<file path="src/rtl/dmem_load_store_unit_if.sv">
// Bundled request/response and data-memory signals of the load/store unit.
// The unit sits on the slave modport; the execute stage and memory model use master.
interface dmem_load_store_unit_if #(
    parameter int ADDR_WIDTH = 32,
    parameter int DATA_WIDTH = 32
);
    logic                  req_valid;
    logic                  req_ready;
    logic                  req_is_store;
    logic [2:0]            req_funct3;
    logic [ADDR_WIDTH-1:0] req_addr;
    logic [DATA_WIDTH-1:0] req_wdata;
    logic [4:0]            req_rd;

    logic                  resp_valid;
    logic [DATA_WIDTH-1:0] resp_rdata;
    logic [4:0]            resp_rd;
    logic                  resp_err;
    logic [1:0]            resp_err_code;
    logic [ADDR_WIDTH-1:0] resp_badaddr;
    logic                  busy;

    logic [ADDR_WIDTH-1:0] dmem_addr;
    logic [DATA_WIDTH-1:0] dmem_write_data;
    logic                  dmem_read;
    logic                  dmem_write;
    logic [3:0]            dmem_byte_enable;
    logic [DATA_WIDTH-1:0] dmem_read_data;
    logic                  dmem_ready;

    modport slave (
        input  req_valid, req_is_store, req_funct3, req_addr, req_wdata, req_rd,
        input  dmem_read_data, dmem_ready,
        output req_ready, resp_valid, resp_rdata, resp_rd, resp_err, resp_err_code,
        output resp_badaddr, busy,
        output dmem_addr, dmem_write_data, dmem_read, dmem_write, dmem_byte_enable
    );

    modport master (
        output req_valid, req_is_store, req_funct3, req_addr, req_wdata, req_rd,
        output dmem_read_data, dmem_ready,
        input  req_ready, resp_valid, resp_rdata, resp_rd, resp_err, resp_err_code,
        input  resp_badaddr, busy,
        input  dmem_addr, dmem_write_data, dmem_read, dmem_write, dmem_byte_enable
    );
endinterface

</file>
<file path="src/rtl/dmem_load_store_unit.sv">
// RV32 load/store unit: validates funct3/alignment, issues a word-aligned dmem
// request with byte enables, waits for dmem_ready under a timeout, returns extended data.
module dmem_load_store_unit #(
    parameter int ADDR_WIDTH     = 32,
    parameter int DATA_WIDTH     = 32,
    parameter int TIMEOUT_CYCLES = 16
) (
    input logic                   clk,
    input logic                   rst_n,
    dmem_load_store_unit_if.slave bus
);
    localparam int              CW       = $clog2(TIMEOUT_CYCLES + 1);
    localparam logic [CW-1:0]   CNT_LAST = CW'(TIMEOUT_CYCLES - 1);

    typedef enum logic [1:0] {IDLE, ACCESS, RESP} state_t;

    state_t                state, state_nxt;

    logic                  op_store;
    logic [2:0]            op_f3;
    logic [ADDR_WIDTH-1:0] addr_r;
    logic [4:0]            rd_r;
    logic [3:0]            be_r;
    logic [DATA_WIDTH-1:0] wdata_r;
    logic [DATA_WIDTH-1:0] rdata_r;
    logic                  err_r;
    logic [1:0]            code_r;
    logic [CW-1:0]         cnt;

    logic                  accept;
    logic                  req_legal;
    logic                  req_misaligned;
    logic                  req_err;
    logic [1:0]            req_code;
    logic [1:0]            off;
    logic [3:0]            req_be;
    logic [DATA_WIDTH-1:0] wmask;
    logic [DATA_WIDTH-1:0] req_wlane;
    logic [DATA_WIDTH-1:0] shifted;
    logic [DATA_WIDTH-1:0] load_ext;

    assign accept = bus.req_valid && (state != ACCESS);

    always_comb begin
        off            = bus.req_addr[1:0];
        req_misaligned = 1'b0;
        req_be         = '0;
        wmask          = '0;
        case (bus.req_funct3)
            3'b000, 3'b001, 3'b010: req_legal = 1'b1;
            3'b100, 3'b101:         req_legal = !bus.req_is_store;
            default:                req_legal = 1'b0;
        endcase
        case (bus.req_funct3[1:0])
            2'b00: begin
                req_be = 4'b0001 << off;
                wmask  = DATA_WIDTH'(8'hFF);
            end
            2'b01: begin
                req_misaligned = off[0];
                req_be         = 4'b0011 << off;
                wmask          = DATA_WIDTH'(16'hFFFF);
            end
            default: begin
                req_misaligned = |off;
                req_be         = 4'b1111;
                wmask          = '1;
            end
        endcase
        req_wlane = (bus.req_wdata & wmask) << {off, 3'b000};
        req_err   = !req_legal || req_misaligned;
        if (!req_legal)
            req_code = 2'd3;
        else if (bus.req_is_store)
            req_code = 2'd1;
        else
            req_code = 2'd0;
    end

    always_comb begin
        shifted = bus.dmem_read_data >> {addr_r[1:0], 3'b000};
        case (op_f3)
            3'b000:  load_ext = {{(DATA_WIDTH-8){shifted[7]}}, shifted[7:0]};
            3'b001:  load_ext = {{(DATA_WIDTH-16){shifted[15]}}, shifted[15:0]};
            3'b100:  load_ext = {{(DATA_WIDTH-8){1'b0}}, shifted[7:0]};
            3'b101:  load_ext = {{(DATA_WIDTH-16){1'b0}}, shifted[15:0]};
            default: load_ext = shifted;
        endcase
    end

    always_ff @(posedge clk or negedge rst_n) begin
        if (!rst_n)
            state <= IDLE;
        else
            state <= state_nxt;
    end

    // dmem_ready seen in RESP is the stale tail of the previous access, so only ACCESS looks at it
    always_comb begin
        state_nxt = state;
        case (state)
            IDLE, RESP: begin
                if (accept)
                    state_nxt = req_err ? RESP : ACCESS;
                else
                    state_nxt = IDLE;
            end
            ACCESS: begin
                if (bus.dmem_ready || cnt == CNT_LAST)
                    state_nxt = RESP;
            end
            default: state_nxt = IDLE;
        endcase
    end

    always_ff @(posedge clk or negedge rst_n) begin
        if (!rst_n) begin
            op_store <= 1'b0;
            op_f3    <= '0;
            addr_r   <= '0;
            rd_r     <= '0;
            be_r     <= '0;
            wdata_r  <= '0;
            rdata_r  <= '0;
            err_r    <= 1'b0;
            code_r   <= '0;
            cnt      <= '0;
        end else if (accept) begin
            op_store <= bus.req_is_store;
            op_f3    <= bus.req_funct3;
            addr_r   <= bus.req_addr;
            rd_r     <= bus.req_rd;
            be_r     <= req_be;
            wdata_r  <= req_wlane;
            rdata_r  <= '0;
            err_r    <= req_err;
            code_r   <= req_code;
            cnt      <= '0;
        end else if (state == ACCESS) begin
            cnt <= cnt + 1'b1;
            if (bus.dmem_ready) begin
                rdata_r <= op_store ? '0 : load_ext;
            end else if (cnt == CNT_LAST) begin
                err_r  <= 1'b1;
                code_r <= 2'd2;
            end
        end
    end

    always_comb begin
        bus.req_ready        = (state != ACCESS);
        bus.busy             = (state != IDLE);
        bus.dmem_read        = (state == ACCESS) && !op_store;
        bus.dmem_write       = (state == ACCESS) && op_store;
        bus.dmem_addr        = {addr_r[ADDR_WIDTH-1:2], 2'b00};
        bus.dmem_byte_enable = be_r;
        bus.dmem_write_data  = wdata_r;
        bus.resp_valid       = (state == RESP);
        bus.resp_rdata       = rdata_r;
        bus.resp_rd          = rd_r;
        bus.resp_err         = err_r;
        bus.resp_err_code    = code_r;
        bus.resp_badaddr     = err_r ? addr_r : '0;
    end

    a_rw_exclusive: assert property (@(posedge clk) disable iff (!rst_n)
        !(bus.dmem_read && bus.dmem_write));
    a_cnt_bound: assert property (@(posedge clk) disable iff (!rst_n)
        (state == ACCESS) |-> (cnt <= CNT_LAST));

endmodule
</file>
<file path="src/flat_wrapper.sv">
// flat-port wrapper written by rule: the top's interface ports become plain ports
module dmem_load_store_unit_flat 
#(
    parameter int ADDR_WIDTH     = 32,
    parameter int DATA_WIDTH     = 32,
    parameter int TIMEOUT_CYCLES = 16
)
  (clk, rst_n, bus_req_valid, bus_req_is_store, bus_req_funct3, bus_req_addr, bus_req_wdata, bus_req_rd, bus_dmem_read_data, bus_dmem_ready, bus_req_ready, bus_resp_valid, bus_resp_rdata, bus_resp_rd, bus_resp_err, bus_resp_err_code, bus_resp_badaddr, bus_busy, bus_dmem_addr, bus_dmem_write_data, bus_dmem_read, bus_dmem_write, bus_dmem_byte_enable);
  dmem_load_store_unit_if #(.ADDR_WIDTH(ADDR_WIDTH), .DATA_WIDTH(DATA_WIDTH)) bus_i ();
  input logic clk;
  input logic rst_n;
  input wire logic [$bits(bus_i.req_valid)-1:0] bus_req_valid;
  input wire logic [$bits(bus_i.req_is_store)-1:0] bus_req_is_store;
  input wire logic [$bits(bus_i.req_funct3)-1:0] bus_req_funct3;
  input wire logic [$bits(bus_i.req_addr)-1:0] bus_req_addr;
  input wire logic [$bits(bus_i.req_wdata)-1:0] bus_req_wdata;
  input wire logic [$bits(bus_i.req_rd)-1:0] bus_req_rd;
  input wire logic [$bits(bus_i.dmem_read_data)-1:0] bus_dmem_read_data;
  input wire logic [$bits(bus_i.dmem_ready)-1:0] bus_dmem_ready;
  output wire logic [$bits(bus_i.req_ready)-1:0] bus_req_ready;
  output wire logic [$bits(bus_i.resp_valid)-1:0] bus_resp_valid;
  output wire logic [$bits(bus_i.resp_rdata)-1:0] bus_resp_rdata;
  output wire logic [$bits(bus_i.resp_rd)-1:0] bus_resp_rd;
  output wire logic [$bits(bus_i.resp_err)-1:0] bus_resp_err;
  output wire logic [$bits(bus_i.resp_err_code)-1:0] bus_resp_err_code;
  output wire logic [$bits(bus_i.resp_badaddr)-1:0] bus_resp_badaddr;
  output wire logic [$bits(bus_i.busy)-1:0] bus_busy;
  output wire logic [$bits(bus_i.dmem_addr)-1:0] bus_dmem_addr;
  output wire logic [$bits(bus_i.dmem_write_data)-1:0] bus_dmem_write_data;
  output wire logic [$bits(bus_i.dmem_read)-1:0] bus_dmem_read;
  output wire logic [$bits(bus_i.dmem_write)-1:0] bus_dmem_write;
  output wire logic [$bits(bus_i.dmem_byte_enable)-1:0] bus_dmem_byte_enable;
  assign bus_i.req_valid = bus_req_valid;
  assign bus_i.req_is_store = bus_req_is_store;
  assign bus_i.req_funct3 = bus_req_funct3;
  assign bus_i.req_addr = bus_req_addr;
  assign bus_i.req_wdata = bus_req_wdata;
  assign bus_i.req_rd = bus_req_rd;
  assign bus_i.dmem_read_data = bus_dmem_read_data;
  assign bus_i.dmem_ready = bus_dmem_ready;
  assign bus_req_ready = bus_i.req_ready;
  assign bus_resp_valid = bus_i.resp_valid;
  assign bus_resp_rdata = bus_i.resp_rdata;
  assign bus_resp_rd = bus_i.resp_rd;
  assign bus_resp_err = bus_i.resp_err;
  assign bus_resp_err_code = bus_i.resp_err_code;
  assign bus_resp_badaddr = bus_i.resp_badaddr;
  assign bus_busy = bus_i.busy;
  assign bus_dmem_addr = bus_i.dmem_addr;
  assign bus_dmem_write_data = bus_i.dmem_write_data;
  assign bus_dmem_read = bus_i.dmem_read;
  assign bus_dmem_write = bus_i.dmem_write;
  assign bus_dmem_byte_enable = bus_i.dmem_byte_enable;
  dmem_load_store_unit #(.ADDR_WIDTH(ADDR_WIDTH), .DATA_WIDTH(DATA_WIDTH), .TIMEOUT_CYCLES(TIMEOUT_CYCLES)) u_core (.clk(clk), .rst_n(rst_n), .bus(bus_i));
endmodule
</file>
<file path="config.mk">
export PLATFORM = sky130hd
export DESIGN_NAME = dmem_load_store_unit_flat
export DESIGN_NICKNAME = d
export VERILOG_FILES = /design/src/rtl/dmem_load_store_unit_if.sv /design/src/rtl/dmem_load_store_unit.sv /design/src/flat_wrapper.sv
export SDC_FILE = /design/constraint.sdc
export NUM_CORES = 1
export LEC_CHECK = 0
export CORE_ASPECT_RATIO = 2
export CORE_MARGIN = 2
export CORE_UTILIZATION = 43
export DETAILED_ROUTE_END_ITERATION = 7
export GPL_TIMING_DRIVEN = 1
export PLACE_DENSITY = 0.84
export SYNTH_ARGS = -nofsm -noshare
export SYNTH_HDL_FRONTEND = slang
export SYNTH_SLANG_ARGS = --single-unit
export TNS_END_PERCENT = 10
</file>
<file path="constraint.sdc">
create_clock -name clk -period 1.9 [get_ports clk]
set_input_delay 0.285 -clock clk [delete_from_list [all_inputs] [get_ports clk]]
set_output_delay 0.285 -clock clk [all_outputs]
set_load 0.02 [all_outputs]
</file>
==> impl_results.md, run 1 <==
* Status: complete, no violations
* Distinct cells, synth at 39
* Worst EP required at 1.62 ns
* Vias at 5405
* CTS tree: yes
* Period minus WS final at roughly 1.8 ns
* Max H-tree Level at 4
* Pleak at between 4 and 5 nW
* Hold Vio Cnt, Final at 0
* Number of routed nets with antenna violations at 0
* Drc violations at 0
* Upper clock frequency limit at about 550 MHz
* Hold Path Class: in2async
* Commonest non-fill, non-tap cell in the layout: clkdlybuf4s50_1
* Final slew viol count at 0
* Die Area at roughly 15000 µm²
* Rows at 61
* Nets at about 950
* Root Buffer: clkbuf_16
* Total CTS buffers at 17
* Mapped Cells at between 600 and 700
* Final hold slack at around 0.34 ns
* Worst-path clk slew at around 0.060 ns
* Clk buf depth at 2
* CP arrival at 1.54 ns
* Slew Limit Headroom at 0.627
* Multi-input gate area at 2640 µm²
* Setup Skew at between 0.006 and 0.007 ns
* Final setup viols at 0
* Fill count at 1105
* P&R area growth vs syn at 53.4%
* Synthesis Warnings at 0
* GR Overflow Total at 0
* Total GRT Usage at 0.242
* Reg area at around 3000 µm²
* Vias in the first global route at roughly 5.4k
* DP HPWL at 14.3 mm
* RSZ-0062 raised after global routing: yes
* Worst Path Max Fanout at 8
* Syn Area/Cell at 9.99 µm²
* Top post-synthesis cells by area: dfrtp_1 49%, mux2_2 8.9%, o21ai_0 6.8%
* Final period util at 0.958
* R2R Path Start: u_core.addr_r[0]
* CTS Sinks at approximately 120
* Detailed Route Iter0 Violations at 192
* Die width at 88.0 µm
* First-pass GRT wire length at around 28 mm
* Buffers added on ports at around 250
* N_diodes at 0
* Clock Latency Late Sink at between 0.4 and 0.5 ns
* R2R cell count at 5
* Pin count of the biggest net entering global routing at 48
* Worst setup SP type: flip-flop
* DR WL/cell at around 18 µm
* Placed cells at between 1k and 1.5k
* Area of the mapped netlist at between 6000 and 7000 µm²
* #FFs+latches synth at 119
* I/O Pins at 254
* Total wire length at around 18 mm
* Final Instance Count excl. Fillers at between 1k and 1.5k
* Seq/Total Area, Yosys at 0.490
* Worst r2r dst: u_core.bus.resp_rdata[12]
* Slew @ Worst Pin at between 0.5 and 0.6 ns
* P per Cell Area at ~940 nW/µm²
* Layout cells sized above 1 at 0.149
* Post-synth top area cell: dfrtp_1
* Slowest cell on the critical path: dfrtp_1
* Commonest non-fill, non-tap cells in the layout: 212 x clkdlybuf4s50_1, 118 x dfrtp_1, 89 x nand2_1
* Total core area at between 10000 and 15000 µm²
* Post-synth top area share at 0.490
* Worst vdd ir at between 0.0006 and 0.0007 V
* Reg2reg setup slack at about 0.17 ns
* Pre-antenna DRT Iters at 5
* Vias/cell at about 5.2
* Routability cong. at between 0.9 and 1
* Initial core utilization at 0.437
* Critical path, cell by cell: nor2b_4, clkinv_1, buf_4, clkdlybuf4s15_1
* Final TNS setup at 0 ns
* Initial antenna violation count at 0
* Die Span Y at 172 µm
* Slowest stage delay, CP at around 0.4 ns
* CP Capture Type: output pin
* # Max-Cap Violations at 0
* CP Class: reg2out
## sequential cells by signal (all words and copies together), names as in the netlist, 2 cells and up
name,count
u_core.state,2
u_core.bus.resp_err_code,2
u_core.bus.resp_rdata,32
u_core.addr_r,32
u_core.bus.dmem_byte_enable,4
u_core.op_f3,3
u_core.bus.resp_rd,5
u_core.cnt,5
u_core.bus.dmem_write_data,32
## synthesized netlist by cell type (all sizes together)
| cell type | n |
|---|---|
| mux2i | 28 |
| mux2 | 48 |
| o32ai | 1 |
| inv | 3 |
| buf | 50 |
| nor3 | 1 |
| nand2 | 90 |
| o211ai | 1 |
| clkinv | 1 |
| o211a | 1 |
| a31oi | 5 |
| a21oi | 32 |
| or3 | 1 |
| o21ai | 83 |
| and3 | 1 |
| o22a | 2 |
| a211oi | 1 |
| a32o | 1 |
| nor3b | 2 |
| clkbuf | 26 |
| nand4 | 1 |
| a221o | 16 |
| ha | 2 |
| nor2 | 25 |
| or2 | 4 |
| nand2b | 4 |
| o22ai | 2 |
| a22oi | 4 |
| conb | 1 |
| nand4bb | 1 |
| nor2b | 4 |
| dfrtp | 119 |
| mux4 | 1 |
| nand3b | 13 |
| and2 | 33 |
## stage by stage
step	total power [mW]	utilization	area (µm²)	worst slack, ns
floorplan	4.42	-	6080	0.0840
global placement	5.63	0.630	8750	-0.0247
detailed placement	5.67	0.630	8750	-0.0923
CTS	8.84	0.671	9320	0.0111
global route	9.12	0.671	9310	-0.00910
finish	8.77	0.671	9310	0.0792
## worst max-delay path: cells and delay by family, from the launching register on
kind | cells | cell delay (ns)
flops | 1 | 0.41
simple gates | 1 | 0.18
buf+inv | 3 | 0.54
## timing repair
| item | 4_1_cts | 5_1_grt |
|---|---|---|
| endpoints found under the setup margin | 37 | 3 |
| buffers inserted | 0 | 0 |
| resized for setup | 41 | 3 |
| endpoints found under the hold margin | 22 | 0 |
| hold buffers | 1 | 0 |
## routing by layer
metal  up-vias  track usage  part of all wire  wire, µm
met2       233        0.454              0.56     10300
met4         0        0.148             0.057      1060
met1      2562        0.234              0.33      6060
met5         -            0                 0         0
met3        58       0.0453             0.057      1050
li1       2552            -                 -         -
## how the worst max path moves through the flow
stage / to / cells after the start / from / slack [ns]
final: bus_req_ready / 4 / u_core.state[0] / 0.08
after global routing: bus_req_ready / 4 / u_core.state[0] / -0.009
after floorplan: u_core.addr_r[13] / 6 / u_core.state[0] / 0.08
after global placement: u_core.bus.resp_rdata[26] / 4 / bus_dmem_read_data[23] / -0.02
after CTS: bus_dmem_read / 4 / u_core.state[0] / 0.01
after detailed placement: u_core.bus.resp_rdata[18] / 4 / bus_dmem_read_data[31] / -0.09
## cell type report
cell class / instances / area share
sequential: 119 / 0.320
tap: 189 / 0.0254
clock inverter: 9 / 0.0134
multi-input combinational: 410 / 0.284
clock buffer: 21 / 0.0505
timing repair buffer: 288 / 0.305
inverter: 4 / 0.00161
## logic make-up after synthesis
group,count (synthesis),share of synthesized area
and+or+nand+nor,180,0.144
muxes,77,0.139
AOI/OAI and AO/OA,149,0.145
DFF,119,0.490
other,1,0.000618
adders and majority gates,2,0.00412
buffers and inverters,80,0.0775
## power breakdown
part	switching [mW]	total, mW	internal, mW
clock network	1.10	3.25	2.14
registers	0.209	3.02	2.81
logic	1.28	2.51	1.23
No activity file was read; power rests on OpenSTA's default activity.
==> inputs of run 2 (changes only) <==
- CTS_CLUSTER_SIZE: not set -> 12
- clock period: 1.9 -> 1.8 ns (I/O delays scaled with it)
==> run 2 against run 1 <==
Against the previous run:
- combinational power up 8.0%
- register-to-register slack worse by 0.07 ns
- sequential cell count unchanged
- critical endpoint is now bus_busy
- largest power group unchanged
==> impl_results.md, run 2 (same netlist as run 1, synthesis figures left out) <==
* DP HPWL at 14.5 mm (+1.4%)
* Final period util at 0.979
* Worst-path clk slew at 0.06 ns (about the same)
* Pre-antenna DRT Iters at 4 (-1)
* Routability cong. at 0.860 (-4.9%)
* Final setup viols at 0 (unchanged)
* Die Area at 15100 µm² (unchanged)
* Critical path, cell by cell: buf_4, or2_2, clkdlybuf4s15_2
* CP arrival at 1.49 ns (-0.05 ns)
* GR Overflow Total at 0 (unchanged)
* Vias/cell at 5.14 (-1.0%)
* Vias at 5426 (+0.39%)
* I/O Pins at 254 (unchanged)
* Slowest cell on the critical path: dfrtp_1
* CP Class: reg2out
* CTS Sinks at 119 (unchanged)
* Worst Path Max Fanout at 4 (-4)
* # Max-Cap Violations at 0 (unchanged)
* Detailed Route Iter0 Violations at 125 (-35%)
* DP Worst Slack at -0.144 ns (-0.0519 ns)
* Worst setup SP type: flip-flop
* Upper clock frequency limit at ~570 MHz
* Total wire length at 18.7 mm (+1.4%)
* Final Worst Setup Slack at 0.0378 ns (-0.0414 ns)
* P&R area growth vs syn at 54.3%
* Setup repair bufs after CTS at 0 (unchanged)
* Setup Skew at 0.00754 ns (+0.000771 ns)
* WP buf/inv at 2 (-1)
* R2R Path Start: u_core.addr_r[0]
* Number of routed nets with antenna violations at 0 (unchanged)
* Commonest non-fill, non-tap cells in the layout: 212 x clkdlybuf4s50_1, 118 x dfrtp_1, 89 x nand2_1
* Worst EP required at 1.53 ns (-0.09 ns)
* N_diodes at 0 (unchanged)
* Die width at 88.0 µm (unchanged)
* Slowest stage delay, CP at 0.39 ns (-0.02 ns)
* Status: complete, no violations
* Largest delay share family, worst path: buffers and inverters
* Met2 wire length at 10.4 mm (+0.85%)
* CP Capture Type: output pin
* P per Cell Area at 994 nW/µm² (+5.5%)
* Hold Path Class: in2async
* First-pass GRT wire length at 28.5 mm (+2.6%)
* Drc violations at 0 (unchanged)
* Die Span Y at 172 µm (unchanged)
* CTS tree: yes
* DR WL/cell at 17.7 µm (about the same)
* Pleak at 4.04 nW (about the same)
* Slew @ Worst Pin at 0.525 ns (-0.0282 ns)
* Critical Path Start: u_core.state[0]
* Max H-tree Level at 4 (unchanged)
* Nets at 964 (+1.4%)
* Slew Limit Headroom at 0.649 (+0.0214)
* Met3 WL post-DR at 899 µm (-14%)
* Initial antenna violation count at 0 (unchanged)
* Final Instance Count excl. Fillers at 1055 (+1.4%)
* Final slew viol count at 0 (unchanged)
* Highest routed metal layer: met4
* Clk buf depth at 2 (unchanged)
* Total GRT Usage at 0.248 (+0.00604)
* Total core area at 13900 µm² (unchanged)
* RSZ-0062 raised after global routing: yes
* Root Buffer: clkbuf_16
* Period minus WS final at about 1.8 ns
* Final TNS setup at 0 ns (unchanged)
* Worst vdd ir at 0.000593 V (-3.4%)
* Pin count of the biggest net entering global routing at 45 (-6.3%)
* Met1 wire length at 6.40 mm (+5.6%)
* Vias in the first global route at 5549 (+2.0%)
* Hold Vio Cnt, Final at 0 (unchanged)
* Layout cells sized above 1 at 0.189 (+0.0401)
* Rows at 61 (unchanged)
* Commonest non-fill, non-tap cell in the layout: clkdlybuf4s50_1
* Total CTS buffers at 17 (unchanged)
* Placed cells at 1022 (+1.3%)
* Buffers added on ports at 251 (unchanged)
* Initial core utilization at 0.437 (unchanged)
* Clock Latency Late Sink at 0.41 ns (about the same)
==> run 2: cell types whose count changed in the layout (fill, tap and decap cells not counted), sizes merged, moves of 2 or more <==
cell	change
buf	+15
clkbuf	+16
clkdlybuf4s15	+13
clkinvlp	+2
dlygate4sd2	-31
inv	+3
==> run 2: through the flow <==
stage	hold slack [ns]	cell area (µm²)	total power, mW	utilization
floorplan	-0.0256	6080	4.66	-
global placement	0.198	8840	5.99	0.637
detailed placement	0.198	8840	6.04	0.637
CTS	0.313	9430	9.39	0.679
global route	0.324	9370	9.72	0.675
finish	0.315	9370	9.31	0.675
==> run 2: final timing paths <==
| kind | to | slack (ns) | cells past startpoint |
|---|---|---|---|
| max | bus_busy | 0.04 | 3 |
| min | u_core.cnt[3] | 0.31 | 2 |
| max reg2reg | u_core.bus.resp_rdata[10] | 0.10 | 6 |
| min reg2reg | u_core.bus.dmem_write_data[11] | 0.47 | 2 |
| max in group asynchronous | u_core.bus.resp_rdata[21] | 0.89 | 3 |
| min in group clk | u_core.addr_r[12] | 0.46 | 2 |
==> run 2: final cells by class <==
class | count | area [µm²]
multi-input combinational | 410 | 2650
fill | 1073 | 4520
clock buffer | 20 | 467
tap | 189 | 236
clock inverter | 12 | 143
sequential | 119 | 2980
timing repair buffer | 301 | 2880
inverter | 4 | 16.3
==> run 2: report_power, final <==
group,internal [mW],leakage (nW),switching (mW)
sequential,2.96,1.52,0.212
combinational,1.33,2.24,1.38
clock,2.17,0.286,1.26
total,6.46,4.04,2.85
==> run 2: worst register-to-register path: stages (launching register included) <==
cell	delay, ns
dfrtp_2	0.42
buf_4	0.29
mux2i_1	0.12
o21ai_0	0.40
buf_4	0.19
a21oi_1	0.05
o21ai_0	0.15
==> run 2: metal layers <==
layer,vias up,global-route usage
li1,2574,-
met1,2559,0.255
met2,232,0.455
met3,61,0.0444
met4,0,0.144
met5,-,0
==> run 2: repair_timing <==
item | 4_1_cts | 5_1_grt
pin swaps | 0 | 0
resized for setup | 48 | 50
endpoints found under the hold margin | 21 | 0
hold buffers | 1 | 0
endpoints found under the setup margin | 38 | 37
==> inputs of run 3 (changes only) <==
--- a/config.mk
+++ b/config.mk
@@ -13,4 +13,5 @@
 export GPL_TIMING_DRIVEN = 1
 export PLACE_DENSITY = 0.84
+export SLEW_MARGIN = 20
 export SYNTH_ARGS = -nofsm -noshare
 export SYNTH_HDL_FRONTEND = slang
==> constraint.sdc (replaced) <==
create_clock -name clk -period 1.8 [get_ports clk]
set_input_delay 0.27 -clock clk [delete_from_list [all_inputs] [get_ports clk]]
set_output_delay 0.27 -clock clk [all_outputs]
set_load 0.01 [all_outputs]
==> run 3 against run 2 <==
Against the previous run:
- final cell count decreased by 0.76%
- global-route usage decreased by 0.069 points
- register-to-register slack about the same
- die area unchanged
==> impl_results.md, run 3 (same netlist as run 1, synthesis figures left out) <==
* Routability cong. at 0.860 (about the same)
* Worst-path clk slew at 0.06 ns (about the same)
* DP HPWL at 14.4 mm (-1.3%)
* CTS Sinks at 119 (unchanged)
* Total wire length at 18.7 mm (+0.13%)
* Rows at 61 (unchanged)
* Clock Latency Late Sink at 0.41 ns (about the same)
* N_diodes at 0 (unchanged)
* Slowest stage delay, CP at 0.37 ns (-0.02 ns)
* Drc violations at 0 (unchanged)
* Die Span Y at 172 µm (unchanged)
* CTS tree: yes
* Critical Path Stages at 4 (+1)
* R2R Path Start: u_core.addr_r[1]
* WP buf/inv at 2 (unchanged)
* Total GRT Usage at 0.247 (-0.000688)
* Final setup viols at 0 (unchanged)
* Reg2reg setup slack at 0.11 ns (about the same)
* Nets at 956 (-0.83%)
* Placed cells at 1012 (-0.98%)
* I/O Pins at 254 (unchanged)
* First-pass GRT wire length at 28.3 mm (-0.53%)
* RSZ-0062 raised after global routing: no
* Worst r2r dst: u_core.bus.resp_rdata[26]
* Total core area at 13900 µm² (unchanged)
* R2R cell count at 3 (-3)
* Largest delay share family, worst path: flip-flops
* Vias in the first global route at 5495 (-0.97%)
* Final slew viol count at 0 (unchanged)
* Root Buffer: clkbuf_16
* Worst Path Max Fanout at 2 (-2)
* Final Instance Count excl. Fillers at 1047 (-0.76%)
* Initial core utilization at 0.437 (unchanged)
* Worst setup SP type: flip-flop
* CP arrival at 1.46 ns (-0.03 ns)
* DR WL/cell at 17.9 µm (+0.89%)
* Detailed Route Iter0 Violations at 191 (+53%)
* Buffers added on ports at 251 (unchanged)
* Setup crit end: bus_dmem_write
* Die Area at 15100 µm² (unchanged)
* Number of routed nets with antenna violations at 0 (unchanged)
* Status: complete, no violations
* Period minus WS final at 1.73 ns (-0.0320 ns)
* Max H-tree Level at 4 (unchanged)
* Pin count of the biggest net entering global routing at 48 (+6.7%)
* GR Overflow Total at 0 (unchanged)
* Final Worst Setup Slack at 0.0697 ns (+0.0320 ns)
* Die width at 88.0 µm (unchanged)
* Critical Path Start: u_core.state[0]
* Upper clock frequency limit at 578 MHz (+1.8%)
* CP Class: reg2out
* Vias/cell at 5.16 (+0.26%)
* Clk buf depth at 2 (unchanged)
* Layout cells sized above 1 at 0.156 (-0.0332)
* P per Cell Area at 972 nW/µm² (-2.1%)
* Final period util at 0.961 (-0.0178)
* Commonest non-fill, non-tap cell in the layout: clkdlybuf4s50_1
* Hold Path Class: in2async
* Critical path, cell by cell: nor2b_2, buf_4, and2_1, clkdlybuf4s15_1
* DP Worst Slack at -0.158 ns (-0.0141 ns)
* Setup Skew at 0.0136 ns (+0.00610 ns)
* Commonest non-fill, non-tap cells in the layout: 212 x clkdlybuf4s50_1, 118 x dfrtp_1, 89 x nand2_1
* P&R area growth vs syn at 54.7%
* Total CTS buffers at 17 (unchanged)
* Worst EP required at 1.53 ns (about the same)
* Initial antenna violation count at 0 (unchanged)
* CP Capture Type: output pin
* Total Power at 9.13 mW (-1.9%)
* Pre-antenna DRT Iters at 5 (+1)
* Worst vdd ir at 0.000649 V (+9.4%)
* # Max-Cap Violations at 0 (unchanged)
* Vias at 5399 (-0.50%)
* Hold Vio Cnt, Final at 0 (unchanged)
* Pleak at 4.07 nW (+0.66%)
* Slowest cell on the critical path: dfrtp_1
run 3: cell types whose count changed in the layout (fill, tap and decap cells not counted), sizes merged:
cell | previous run | this run
dlygate4sd2 | 4 | 35
clkbuf | 38 | 20
clkdlybuf4s15 | 14 | 3
buf | 52 | 42
bufinv | 2 | 4
clkinv | 4 | 6
clkinvlp | 4 | 2
inv | 6 | 4
run 3: final cells by class:
class | instances | area, µm²
Clock inverter | 12 | 176
Sequential cell | 119 | 2980
Inverter | 4 | 15.0
Multi-Input combinational cell | 410 | 2650
Fill cell | 1124 | 4500
Timing Repair Buffer | 293 | 2890
Tap cell | 189 | 236
Clock buffer | 20 | 447
run 3: per-layer routing:
metal	GRT usage	share of wire
met5	0	0
met3	0.0425	0.049
met4	0.138	0.048
met1	0.251	0.34
met2	0.460	0.56
run 3: worst reg2reg max path: cells and delay by family, from the launching register on:
family          cells  cell delay, ns
mux                 1            0.56
compound gates      2            0.61
flops               1            0.40
run 3: how the worst min path moves through the flow:
stage / slack [ns] / cells past startpoint / to
floorplan: -0.03 / 0 / u_core.addr_r[0]
global placement: 0.23 / 1 / u_core.bus.dmem_write_data[29]
detailed placement: 0.24 / 1 / u_core.bus.dmem_write_data[30]
CTS: 0.36 / 2 / u_core.bus.dmem_write_data[30]
global route: 0.38 / 2 / u_core.bus.dmem_write_data[30]
finish: 0.35 / 2 / u_core.bus.dmem_write_data[30]
run 3: per-stage QoR:
step | hold WS [ns] | setup TNS (ns) | utilization | cell area, µm²
finish | 0.351 | 0 | 0.676 | 9390
detailed placement | 0.243 | -3.15 | 0.631 | 8770
global placement | 0.233 | -2.25 | 0.631 | 8770
floorplan | -0.0256 | 0 | - | 6080
CTS | 0.358 | 0 | 0.675 | 9380
global route | 0.375 | 0 | 0.676 | 9390
run 3: repair_timing:
item,in CTS,in global routing
gates cloned,0,0
resized for setup,43,6
endpoints found under the setup margin,38,8
hold buffers,1,0
buffers inserted,2,0
endpoints found under the hold margin,28,0
run 3: power breakdown:
| part | leakage, nW | internal [mW] | switching [mW] | total, mW |
|---|---|---|---|---|
| sequential | 1.52 | 2.96 | 0.213 | 3.18 |
| clock | 0.300 | 2.35 | 1.23 | 3.58 |
| combinational | 2.25 | 1.32 | 1.06 | 2.38 |
| total | 4.07 | 6.63 | 2.50 | 9.13 |
